`config.mk`:
```
export PLATFORM = sky130hd
export DESIGN_NAME = wb_trap_commit
export DESIGN_NICKNAME = d
export VERILOG_FILES = /design/src/rtl/wb_trap_commit_pkg.sv /design/src/rtl/wb_trap_commit_csr_file.sv /design/src/rtl/wb_trap_commit.sv
export SDC_FILE = /design/constraint.sdc
export NUM_CORES = 1
export LEC_CHECK = 0
export CAP_MARGIN = 15
export CORE_ASPECT_RATIO = 0.75
export CORE_MARGIN = 8
export CORE_UTILIZATION = 42
export CTS_CLUSTER_SIZE = 12
export DETAILED_ROUTE_END_ITERATION = 10
export GPL_TIMING_DRIVEN = 1
export PLACE_DENSITY = 0.65
export SKIP_LAST_GASP = 1
export SYNTH_ARGS = -nofsm -noshare
export SYNTH_HDL_FRONTEND = slang
export SYNTH_HIERARCHICAL = 1
export SYNTH_SLANG_ARGS = --single-unit
```
`constraint.sdc`:
```
create_clock -name clk -period 5 [get_ports clk]
set_clock_uncertainty 0.15 [all_clocks]
set_input_delay 1.25 -clock clk [delete_from_list [all_inputs] [get_ports clk]]
set_output_delay 1.25 -clock clk [all_outputs]
set_load 0.05 [all_outputs]
```
`src/rtl/wb_trap_commit_pkg.sv`:
```
// wb_trap_commit_pkg: exception pack, CSR addresses, privilege encodings and trap FSM states.
// Building with TRAP_SDELEG_EN adds S-mode delegation (medeleg, stvec, sepc, scause, stval, SPP/SPIE/SIE).
package ExceptStruct;

    typedef struct packed {
        logic        except;
        logic [63:0] epc;
        logic [63:0] ecause;
        logic [63:0] etval;
    } ExceptPack;

    localparam logic [11:0] CSR_MSTATUS = 12'h300;
    localparam logic [11:0] CSR_MEDELEG = 12'h302;
    localparam logic [11:0] CSR_MTVEC   = 12'h305;
    localparam logic [11:0] CSR_MEPC    = 12'h341;
    localparam logic [11:0] CSR_MCAUSE  = 12'h342;
    localparam logic [11:0] CSR_MTVAL   = 12'h343;
    localparam logic [11:0] CSR_STVEC   = 12'h105;
    localparam logic [11:0] CSR_SEPC    = 12'h141;
    localparam logic [11:0] CSR_SCAUSE  = 12'h142;
    localparam logic [11:0] CSR_STVAL   = 12'h143;

    localparam logic [1:0] PRIV_U = 2'd0;
    localparam logic [1:0] PRIV_S = 2'd1;
    localparam logic [1:0] PRIV_M = 2'd3;

    localparam int MS_SIE  = 1;
    localparam int MS_MIE  = 3;
    localparam int MS_SPIE = 5;
    localparam int MS_MPIE = 7;
    localparam int MS_SPP  = 8;
    localparam int MS_MPP  = 11;

    typedef enum logic [1:0] {ST_IDLE, ST_REDIRECT, ST_DRAIN} trap_state_e;

`ifdef TRAP_SDELEG_EN
    localparam bit S_EN = 1'b1;
`else
    localparam bit S_EN = 1'b0;
`endif

    // Only the M (and optionally S) interrupt-stack fields of mstatus are stored.
    localparam logic [63:0] MSTATUS_MASK = S_EN ? 64'h19aa : 64'h1888;

endpackage

```
`src/rtl/wb_trap_commit_csr_file.sv`:
```
// trap_csr_file: trap CSR registers, read mux, software write port and trap/return updates; owns priv.
module trap_csr_file
    import ExceptStruct::*;
(
    input  logic        clk,
    input  logic        rst,
    input  logic        we,
    input  logic [11:0] addr,
    input  logic [63:0] wdata,
    output logic [63:0] rdata,
    input  logic        trap_m,
    input  logic        trap_s,
    input  logic        xret_m,
    input  logic        xret_s,
    input  logic [63:0] epc,
    input  logic [63:0] ecause,
    input  logic [63:0] etval,
    output logic [1:0]  priv,
    output logic        deleg,
    output logic [63:0] mtvec_base,
    output logic [63:0] stvec_base,
    output logic [63:0] mepc,
    output logic [63:0] sepc
);
    logic [63:0] mstatus, mtvec, mcause, mtval, medeleg, stvec, scause, stval, ms_nx;
    logic [1:0]  priv_nx;

    function automatic logic hit(input logic [11:0] a);
        return we && addr == a;
    endfunction

    assign mtvec_base = {mtvec[63:2], 2'b00};
    assign stvec_base = {stvec[63:2], 2'b00};
    assign deleg = S_EN && priv <= PRIV_S && medeleg[ecause[5:0]];

    // Software write lands first; trap/return then overrides only the fields it owns.
    always_comb begin
        ms_nx = hit(CSR_MSTATUS) ? wdata : mstatus;
        priv_nx = priv;
        if (trap_m) begin
            ms_nx[MS_MPIE] = mstatus[MS_MIE];
            ms_nx[MS_MIE] = 1'b0;
            ms_nx[MS_MPP +: 2] = priv;
            priv_nx = PRIV_M;
        end else if (trap_s) begin
            ms_nx[MS_SPIE] = mstatus[MS_SIE];
            ms_nx[MS_SIE] = 1'b0;
            ms_nx[MS_SPP] = priv[0];
            priv_nx = PRIV_S;
        end else if (xret_m) begin
            ms_nx[MS_MIE] = mstatus[MS_MPIE];
            ms_nx[MS_MPIE] = 1'b1;
            ms_nx[MS_MPP +: 2] = PRIV_U;
            priv_nx = mstatus[MS_MPP +: 2];
        end else if (xret_s) begin
            ms_nx[MS_SIE] = mstatus[MS_SPIE];
            ms_nx[MS_SPIE] = 1'b1;
            ms_nx[MS_SPP] = 1'b0;
            priv_nx = {1'b0, mstatus[MS_SPP]};
        end
    end

    always_comb begin
        case (addr)
            CSR_MSTATUS: rdata = mstatus;
            CSR_MEDELEG: rdata = medeleg;
            CSR_MTVEC:   rdata = mtvec;
            CSR_MEPC:    rdata = mepc;
            CSR_MCAUSE:  rdata = mcause;
            CSR_MTVAL:   rdata = mtval;
            CSR_STVEC:   rdata = stvec;
            CSR_SEPC:    rdata = sepc;
            CSR_SCAUSE:  rdata = scause;
            CSR_STVAL:   rdata = stval;
            default:     rdata = '0;
        endcase
    end

    always_ff @(posedge clk) begin
        if (rst) begin
            priv <= PRIV_M;
            mstatus <= '0;
            mtvec <= '0;
            mepc <= '0;
            mcause <= '0;
            mtval <= '0;
            medeleg <= '0;
            stvec <= '0;
            sepc <= '0;
            scause <= '0;
            stval <= '0;
        end else begin
            priv <= priv_nx;
            mstatus <= ms_nx & MSTATUS_MASK;
            mtvec <= hit(CSR_MTVEC) ? wdata : mtvec;
            mepc <= trap_m ? epc : hit(CSR_MEPC) ? {wdata[63:1], 1'b0} : mepc;
            mcause <= trap_m ? ecause : hit(CSR_MCAUSE) ? wdata : mcause;
            mtval <= trap_m ? etval : hit(CSR_MTVAL) ? wdata : mtval;
            medeleg <= S_EN && hit(CSR_MEDELEG) ? wdata : medeleg;
            stvec <= S_EN && hit(CSR_STVEC) ? wdata : stvec;
            sepc <= trap_s ? epc : S_EN && hit(CSR_SEPC) ? {wdata[63:1], 1'b0} : sepc;
            scause <= trap_s ? ecause : S_EN && hit(CSR_SCAUSE) ? wdata : scause;
            stval <= trap_s ? etval : S_EN && hit(CSR_STVAL) ? wdata : stval;
        end
    end
endmodule

```
`src/rtl/wb_trap_commit.sv`:
```
// wb_trap_commit: WB-stage trap/xret commit, privilege owner, PC redirect and timed flush.
module wb_trap_commit
    import ExceptStruct::*;
#(
    parameter int          FLUSH_CYCLES = 2,
    parameter logic [63:0] RESET_PC     = 64'h0
) (
    input  logic        clk,
    input  logic        rst,
    input  logic        stall,
    input  logic        valid_wb,
    input  ExceptPack   except_wb,
    input  logic        mret_wb,
    input  logic        sret_wb,
    input  logic        csr_we,
    input  logic [11:0] csr_addr,
    input  logic [63:0] csr_wdata,
    output logic [63:0] csr_rdata,
    output logic [1:0]  priv,
    output logic        redirect_valid_o,
    output logic [63:0] redirect_pc_o,
    output logic        flush_o,
    output logic        busy_o
);
    localparam int CW = $clog2(FLUSH_CYCLES + 1);

    trap_state_e   state;
    logic [CW-1:0] cnt;
    logic          commit, trap, deleg, trap_m, trap_s, xret_m, xret_s, go;
    logic [63:0]   mtvec_base, stvec_base, mepc, sepc, target;

    // Returns that are illegal at the current privilege retire as no-ops.
    assign commit = state == ST_IDLE && !stall && valid_wb;
    assign trap = commit && except_wb.except;
    assign xret_m = commit && !except_wb.except && mret_wb && priv == PRIV_M;
    assign xret_s = S_EN && commit && !except_wb.except && !mret_wb && sret_wb && priv != PRIV_U;
    assign trap_m = trap && !deleg;
    assign trap_s = trap && deleg;
    assign go = trap || xret_m || xret_s;
    assign target = trap_s ? stvec_base : trap_m ? mtvec_base : xret_m ? mepc : sepc;

    assign busy_o = state != ST_IDLE && !rst;
    assign flush_o = busy_o;
    assign redirect_valid_o = state == ST_REDIRECT && !rst;

    trap_csr_file u_csr (
        .clk        (clk),
        .rst        (rst),
        .we         (csr_we),
        .addr       (csr_addr),
        .wdata      (csr_wdata),
        .rdata      (csr_rdata),
        .trap_m     (trap_m),
        .trap_s     (trap_s),
        .xret_m     (xret_m),
        .xret_s     (xret_s),
        .epc        (except_wb.epc),
        .ecause     (except_wb.ecause),
        .etval      (except_wb.etval),
        .priv       (priv),
        .deleg      (deleg),
        .mtvec_base (mtvec_base),
        .stvec_base (stvec_base),
        .mepc       (mepc),
        .sepc       (sepc)
    );

    always_ff @(posedge clk) begin
        if (rst) begin
            state <= ST_IDLE;
            cnt <= '0;
            redirect_pc_o <= RESET_PC;
        end else begin
            if (go) redirect_pc_o <= target;
            case (state)
                ST_IDLE: state <= go ? ST_REDIRECT : ST_IDLE;
                ST_REDIRECT: begin
                    state <= FLUSH_CYCLES > 1 ? ST_DRAIN : ST_IDLE;
                    cnt <= CW'(FLUSH_CYCLES - 1);
                end
                ST_DRAIN: begin
                    cnt <= cnt - CW'(1);
                    state <= cnt == CW'(1) ? ST_IDLE : ST_DRAIN;
                end
                default: state <= ST_IDLE;
            endcase
        end
    end
endmodule

```
# Word level (Yosys, flattened, before mapping)
# Cells that the tools add are included.
totals:
  ff_bits: 330
  in_bits: 276
  elab_cells: 65
  out_inout_bits: 133
op_classes:
  n_mux: 19
  add_sub_neg: 1
  n_eq_ne: 9
  n_reduce_logical: 26
ops:
  columns: ["operator", "n"]
  rows:
  - ["2-to-1 mux 64 bit", 8]
  - ["case mux 64 bit (5 select lines)", 1]
  - ["== test 12 x 10 -> 1 bit (second input constant)", 5]
  - ["logical AND 1 bit", 13]
  - ["2-to-1 mux 13 bit", 1]
  - ["nonzero test 2 bit", 6]
  - ["2-to-1 mux 2 bit", 3]
  - ["case mux 2 bit (3 select lines)", 1]
  - ["== test 2 x 1 -> 1 bit (second input constant)", 2]
  - ["== test 2 bit (second input constant)", 2]
  - ["2-to-1 mux 1 bit", 4]
  - ["case mux 2 bit (2 select lines)", 1]
  - ["zero test 1 bit", 3]
  - ["nonzero test 3 bit", 1]
  - ["zero test 2 bit", 1]
  - ["OR reduction 2 bit", 1]
  - ["subtractor 2 x 1 -> 2 bit (second input constant)", 1]
  - ["logical OR 1 bit", 1]

# Longest topological paths before layout
# Gate-level depths: netlist (run 1).
depth:
  depth_word: 9
  mapped_depth: 11
  mapped_depth_nobuf: 8

# Cells and area by module
# Netlist (run 1), hierarchy kept.
by_module_without_submodules:
  columns: ["module", "seq_area_each_um2", "area_per_inst_um2", "cells_per_inst", "instances"]
  rows:
  - ["trap_csr_file", 9088.7, 21712.1, 2482, 1]
  - ["wb_trap_commit", 1361.3, 3778.6, 394, 1]

# Least setup slack after synthesis (run 1)
# No wires, ideal clock.
synth_timing:
  path_type: "in2out"
  from: "in csr_addr[5]"
  to: "out csr_rdata[0]"
  path_stages: 6
  path_buffers: 2
  slack_ps: 222
  arrival_ps: 3378
  required_time_ps: 3600
  cell_sequence: "nor4_4 -> nand3_1 -> or2_1 -> clkbuf_1 -> clkbuf_1 -> o21ai_0"
synth_between:
  elab_chain_cells: 2
  word_cells_on_any_way: 6
  cone_classes: "5 x eq/ne; 1 x mux"
synth_lines:
  columns: ["item", "line", "rtl"]
  rows:
  - ["start, declared", "wb_trap_commit.sv:16", "input logic [11:0] csr_addr,"]
  - ["== test 12 x 10 -> 1 bit", "wb_trap_commit_csr_file.sv:64", "case (addr)"]
  - ["case mux 64 bit (5 select lines) *", "wb_trap_commit_csr_file.sv:64", null]
  - ["end, declared", "wb_trap_commit.sv:18", "output logic [63:0] csr_rdata,"]
# Mark *: on every way between the ends. The rest lies on a longest branch, timed or not.

# Worst setup path in the final report (run 1)
layout_timing:
  from: "in csr_addr[5]"
  to: "out csr_rdata[27]"
# Same word-level chain as after synthesis.

==> results by group, run 1 <==
Clock network
  – Root Driver: clkbuf_16
  – Setup Fix Bufs, Post-CTS: 0
  – Htree depth: 2
  – Clock Latency Late Sink: approximately 600 ps
  – Hold Buf Count CTS: 0
  – PostCTS Resize Cnt: 0
  – Clock sinks: 522
  – Clk buf depth: 3
  – Num CTS Buffers: 55
  – CTS tree: yes
  – Reg clk slew, reported paths: approximately 60 ps

Yosys
  – Yosys warns: 6
  – Async set-reset flop share out of synthesis: 0%
  – Number of unique standard cell types used by synthesis: 51
  – Mapped Area: about 25000 um2
  – Post-synth EDFFs: 0
  – Seq/Total Area, Yosys: 41.00%
  – Yosys reg bits: 522
  – Avg Inst Size Synth: around 8.9 um2
  – Top_reg_cell synth: dfxtp_1
  – Syn Inst Count: between 2000 and 3000

GRT
  – Remaining global-route overflow: 0
  – First-pass GRT wire length: approximately 140 mm
  – Vias in the first global route: roughly 24000
  – Met2 global-route usage: 41.55%
  – Most used routing layer: met2
  – Met1 GRT Util: between 30% and 40%
  – Initial antenna violation count: 10
  – Largest net degree at the start of global routing: 225
  – Met3 usage: ~6.7%
  – Total GRT Usage: between 20% and 30%

Layout
  – Final nets: 3347
  – Area grow syn2layout: 24.67%
  – Most frequent cells in the layout: dfxtp_1 (522), nor3_1 (432), nor2_1 (391), clkdlybuf4s50_1 (339), mux2i_1 (263)
  – Share of cells above drive strength 1: roughly an eighth
  – Most common cell after layout, fill and taps aside: dfxtp_1
  – Fill cells: 5310
  – Final instance area: 31780 um2
  – Layout Utilization: 52.77%

Floorplan
  – Core Region: 60220 um2
  – Die ar.: approximately 70000 um2
  – Die Y: 229.4 um
  – # rows: slightly below 80
  – Die width: approximately 300 um
  – I/O pin total: 409
  – Initial core utilization: about 42%

Route
  – Vias per inst: 6.011
  – DRT antenna net count: 0
  – Total number of vias: 23490
  – Drt wl/cell: approximately 24 um
  – WL final: 95.06 mm
  – Drt drc: 0
  – Pre-antenna DRT Iters: 6
  – DRT iter0 DRCs: about 2400

Timing
  – Max Fclk: 0.2025 GHz
  – Hold Fails Final Rpt: 0
  – Setup TNS: 0 ps
  – Hold WS: between 300 and 400 ps
  – Period utilisation layout: 98.76%
  – Fin crit period: slightly below 5000 ps
  – RSZ-0062 raised after global routing: false
  – Slew headroom: -786.7%
  – Worst Tran Pin Value: approximately 13000 ps
  – # setup viols final: 0
  – Slew Limit Fails: roughly 200
  – Final WS setup: slightly above 60 ps

Critical path
  – Crit-path max FO: 27
  – CP endpoint kind: output port
  – Reg2reg start: state[0]
  – Crit path max-delay cell type: nor4_4
  – Critical-path cell list: clkdlybuf4s50_1, nor4_4, buf_4, and4_4, buf_12, a22oi_1, o21ai_0, buf_4, buf_12
  – WP buf/inv: 5
  – Setup crit start: csr_addr[5]
  – CP top delay family: buffers and inverters
  – WP data required: about 3600 ps
  – Setup CP Type: in -> out
  – Flop2flop setup slack: 2170 ps
  – Max incr delay on CP: 470 ps
  – Critical path arrival: ~3500 ps
  – Crit path launch type: input port

Place
  – Dpl cell area: between 30000 and 40000 um2
  – Setup WS pre-CTS: 137.9 ps
  – GP Congestion: approximately 0.84
  – DPL Wire Length: a little under 60 mm
  – IO Port Bufs: a little over 400

Run status
  – Failing checks: max-slew violations
  – Outcome: finished, violations left

Worst hold path
  – Hold crit path type: reg -> reg
  – HP Start: redirect_pc_o[45]

Power
  – VDD IR max: 0.2272 mV
  – Power Density: 301.0 nW/um2
  – Static Leak: approximately 11 nW

Run
  – Maxcap violations: 0
==> cell type report <==
type                    instances  area [um2]  area share [%]
diodes                          6       15.01         0.04725
clock buffers                  81        1615           5.083
clock inverters                11       97.59          0.3071
inverters                       4       20.02         0.06300
multi-input cells            2004       13050           41.06
flip-flops and latches        522       10450           32.88
well taps                     800        1001           3.150
repair buffers                479        5532           17.41
==> state kept, by name, indices dropped and copies added (netlist names) <==
| name | cells |
|---|---|
| redirect_pc_o | 64 |
| u_csr/mtvec | 64 |
| u_csr/priv | 2 |
| u_csr/mtval | 64 |
| u_csr/mstatus | 4 |
| u_csr/stval | 64 |
| u_csr/sepc | 64 |
| cnt | 2 |
| state | 2 |
| u_csr/scause | 64 |
| u_csr/mepc | 64 |
| u_csr/mcause | 64 |
==> metrics by stage <==
step                      power [W]  cells
after floorplan            0.005095   2943
after global placement     0.005585   3809
after detailed placement   0.005613   3809
after CTS                  0.009567   3901
after global routing       0.009862   3904
final                      0.009564   3907
==> cells in the mapped netlist (24+ instances only) <==
cell type	count	share of area, %
nor4_1	195	4.8
nor2_1	392	5.8
nand2_1	134	2.0
o21ai_1	24	0.47
buf_2	80	1.6
o21ai_0	44	0.86
buf_4	145	4.3
o32ai_1	47	1.6
mux4_2	61	5.4
mux2i_1	263	10
dfxtp_1	522	41
nor3_1	432	8.5
a22oi_1	76	2.2
a21oi_1	122	2.4
mux2_2	63	2.8
clkbuf_1	158	2.3
==> final timing paths <==
path	end	cells after the start
setup / recovery	csr_rdata[27]	9
hold reg to reg	redirect_pc_o[45]	1
setup reg to reg	u_csr/mcause[54]	7
hold / removal	redirect_pc_o[45]	1
==> cells by family (layout without fill, tap and decap cells) <==
| kind of cell | after synthesis | after routing | synth area share (%) |
|---|---|---|---|
| flops | 522 | 522 | 41.00 |
| fa+ha+maj | 5 | 5 | 0.2454 |
| compound gates | 341 | 341 | 8.526 |
| mux | 388 | 388 | 18.56 |
| simple gates | 1201 | 1201 | 22.53 |
| other cells | 2 | 75 | 0.02946 |
| buf+inv | 417 | 575 | 9.110 |
==> power by group <==
group	internal (W)	switching [W]	leakage [nW]
clock network	0.00227	0.00173	0.845
registers	0.00428	0.0000767	4.23
logic	0.000551	0.000663	5.93
total	0.00710	0.00247	11.0
==> routing by layer <==
layer / routed length [um] / vias up
met4: 2993 / 8
met3: 10130 / 235
met2: 43340 / 1314
met1: 38550 / 11310
li1: - / 10620
met5: 51 / -
==> worst register-to-register path: stages (launching register included) <==
cell and delay, ps:
dfxtp_1 350, inv_1 100, ha_1 290, nand4b_4 150
nor2_4 220, buf_12 560, nor3_1 550, nor4_1 340
Note: power is estimated with default switching activity, not from simulation.
==> run 2, diff against run 1 <==
--- a/config.mk
+++ b/config.mk
@@ -8,13 +8,13 @@
 export CAP_MARGIN = 15
 export CORE_ASPECT_RATIO = 0.75
 export CORE_MARGIN = 8
-export CORE_UTILIZATION = 42
+export CORE_UTILIZATION = 40
 export CTS_CLUSTER_SIZE = 12
 export DETAILED_ROUTE_END_ITERATION = 10
 export GPL_TIMING_DRIVEN = 1
-export PLACE_DENSITY = 0.65
 export SKIP_LAST_GASP = 1
 export SYNTH_ARGS = -nofsm -noshare
 export SYNTH_HDL_FRONTEND = slang
 export SYNTH_HIERARCHICAL = 1
 export SYNTH_SLANG_ARGS = --single-unit
+export TNS_END_PERCENT = 1
==> run 2 against run 1 <==
Against the previous run: the run still ends with max-slew violations left; fmax increased by 0.85%; critical path depth unchanged; global-route usage decreased by 0.64 points; register-to-register slack got worse by 190 ps; utilization decreased by 2.2 points; total power increased by 1.2%; sequential power about the same; first-iteration DRC count decreased by 5.1%; die area increased by 4.7%; clock power increased by 3%; via count increased by 1.2%.
==> results by group, run 2 (same netlist as run 1, synthesis figures left out) <==
Run status
  – Outcome: finished, violations left
  – Failing checks: max-slew violations

Critical path
  – Crit path launch type: input port
  – Critical path arrival: 3500 ps
  – Crit-path max FO: 30
  – Setup CP Type: in -> out
  – CP endpoint kind: output port
  – WP data required: roughly 3600 ps

Clock network
  – Clock Latency Late Sink: about 600 ps
  – Setup Fix Bufs, Post-CTS: 0
  – Clock sinks: between 500 and 600
  – Clk buf depth: 3
  – PostCTS Resize Cnt: 0
  – Root Driver: clkbuf_16
  – Num CTS Buffers: between 50 and 60
  – Htree depth: 2
  – Reg clk slew, reported paths: ~60 ps
  – Hold Buf Count CTS: 0
  – CTS tree: yes

Power
  – VDD IR max: 0.2442 mV
  – Static Leak: between 10 and 15 nW
  – Power Density: between 300 and 400 nW/um2

Floorplan
  – Core Region: 63360 um2
  – I/O pin total: around 410
  – Initial core utilization: 40.23%
  – Die width: between 300 and 400 um
  – Die ar.: 72140 um2
  – # rows: 80
  – Die Y: 234.6 um

Worst hold path
  – Hold crit path type: reg -> reg

Timing
  – Slew Limit Fails: around 200
  – Worst Tran Pin Value: around 13000 ps
  – Period utilisation layout: around 100%
  – Max Fclk: 0.2042 GHz
  – # setup viols final: 0
  – Slew headroom: -796.4%
  – Hold Fails Final Rpt: 0
  – Fin crit period: 4896 ps

Route
  – Drt wl/cell: about 24 um
  – Pre-antenna DRT Iters: 5
  – DRT iter0 DRCs: 2312
  – DRT antenna net count: 0
  – Vias per inst: a little under 6
  – Total number of vias: 23760
  – Drt drc: 0
  – WL final: slightly below 100 mm

GRT
  – Most used routing layer: met2
  – Met1 GRT Util: 34.16%
  – Total GRT Usage: about 25%
  – Vias in the first global route: between 20000 and 25000
  – First-pass GRT wire length: 145.3 mm
  – Met2 global-route usage: between 30% and 40%
  – Initial antenna violation count: 15
  – Remaining global-route overflow: 0
  – Met3 usage: 5.984%
  – Largest net degree at the start of global routing: ~220

Layout
  – Final nets: around 3400
  – Most frequent cells in the layout: dfxtp_1 (522), nor3_1 (432), nor2_1 (391), clkdlybuf4s50_1 (339), mux2i_1 (263)
  – Layout Utilization: between 50% and 60%
  – Share of cells above drive strength 1: roughly 12%
  – Post-route insts no fill: between 3000 and 4000
  – Area grow syn2layout: 25.66%
  – Most common cell after layout, fill and taps aside: dfxtp_1

Place
  – IO Port Bufs: around 400
  – GP Congestion: between 0.7 and 0.8
  – Cells after DPL: between 3000 and 4000
  – DPL Wire Length: between 50 and 60 mm

Run
  – Maxcap violations: 0
## run 2: changes by cell type in the layout (fill, tap and decap cells not counted), sizes merged
cell | before | now
diode | 6 | 10
clkinv | 8 | 6
clkbuf | 82 | 91
clkinvlp | 1 | 0
inv | 5 | 7
buf | 139 | 156
## run 2: path summary, 6_finish.rpt
| kind | slack [ps] | cells past startpoint | to | from |
|---|---|---|---|---|
| worst max-delay path | 100 | 9 | csr_rdata[36] | csr_addr[5] |
| worst max register to register | 1980 | 8 | u_csr/mcause[37] | state[0] |
| worst min register to register | 300 | 2 | u_csr/mtvec[0] | u_csr/mtvec[0] |
| worst min-delay path | 300 | 2 | u_csr/mtvec[0] | u_csr/mtvec[0] |
## run 2: cell type report
| type | count | area, um2 |
|---|---|---|
| fill | 5762 | 31330 |
| multi-input combinational | 2004 | 13040 |
| sequential | 522 | 10450 |
| timing repair buffer | 496 | 5638 |
| clock buffer | 90 | 1688 |
| tap | 861 | 1077 |
| clock inverter | 10 | 90.09 |
| antenna | 10 | 25.02 |
| inverter | 4 | 20.02 |
## run 2: per-stage QoR
stage               area [um2]  power, W  setup TNS, ps  hold WS, ps  worst slack, ps
floorplan                25740  0.005095              0        281.5            221.8
global placement         30220  0.005593              0        289.7            91.91
detailed placement       30220  0.005620              0        292.7            89.13
CTS                      32000  0.009689              0        300.8            58.03
global route             32030  0.009977         -7.373        339.3           -7.373
finish                   32030  0.009680              0        304.1            103.7
## run 2: per-layer routing
layer / share of wire (%) / routed length, um / vias up
met2: 45 / 43780 / 1315
met4: 3.0 / 2926 / 8
met1: 42 / 40830 / 11580
li1: - / - / 10650
met3: 9.9 / 9602 / 207
met5: 0.050 / 49 / -
## run 2: power breakdown
group	leakage [nW]	total [W]	internal, W	switching (W)
Clock	0.879	0.00410	0.00234	0.00176
Combinational	6.01	0.00122	0.000552	0.000666
Sequential	4.23	0.00436	0.00428	0.0000782
## run 2: critical path: stages
cell,delay (ps)
clkdlybuf4s50_1,440
nor4_4,400
buf_6,230
and4_2,340
buf_12,250
a22oi_1,110
o21ai_0,110
buf_4,180
buf_12,130
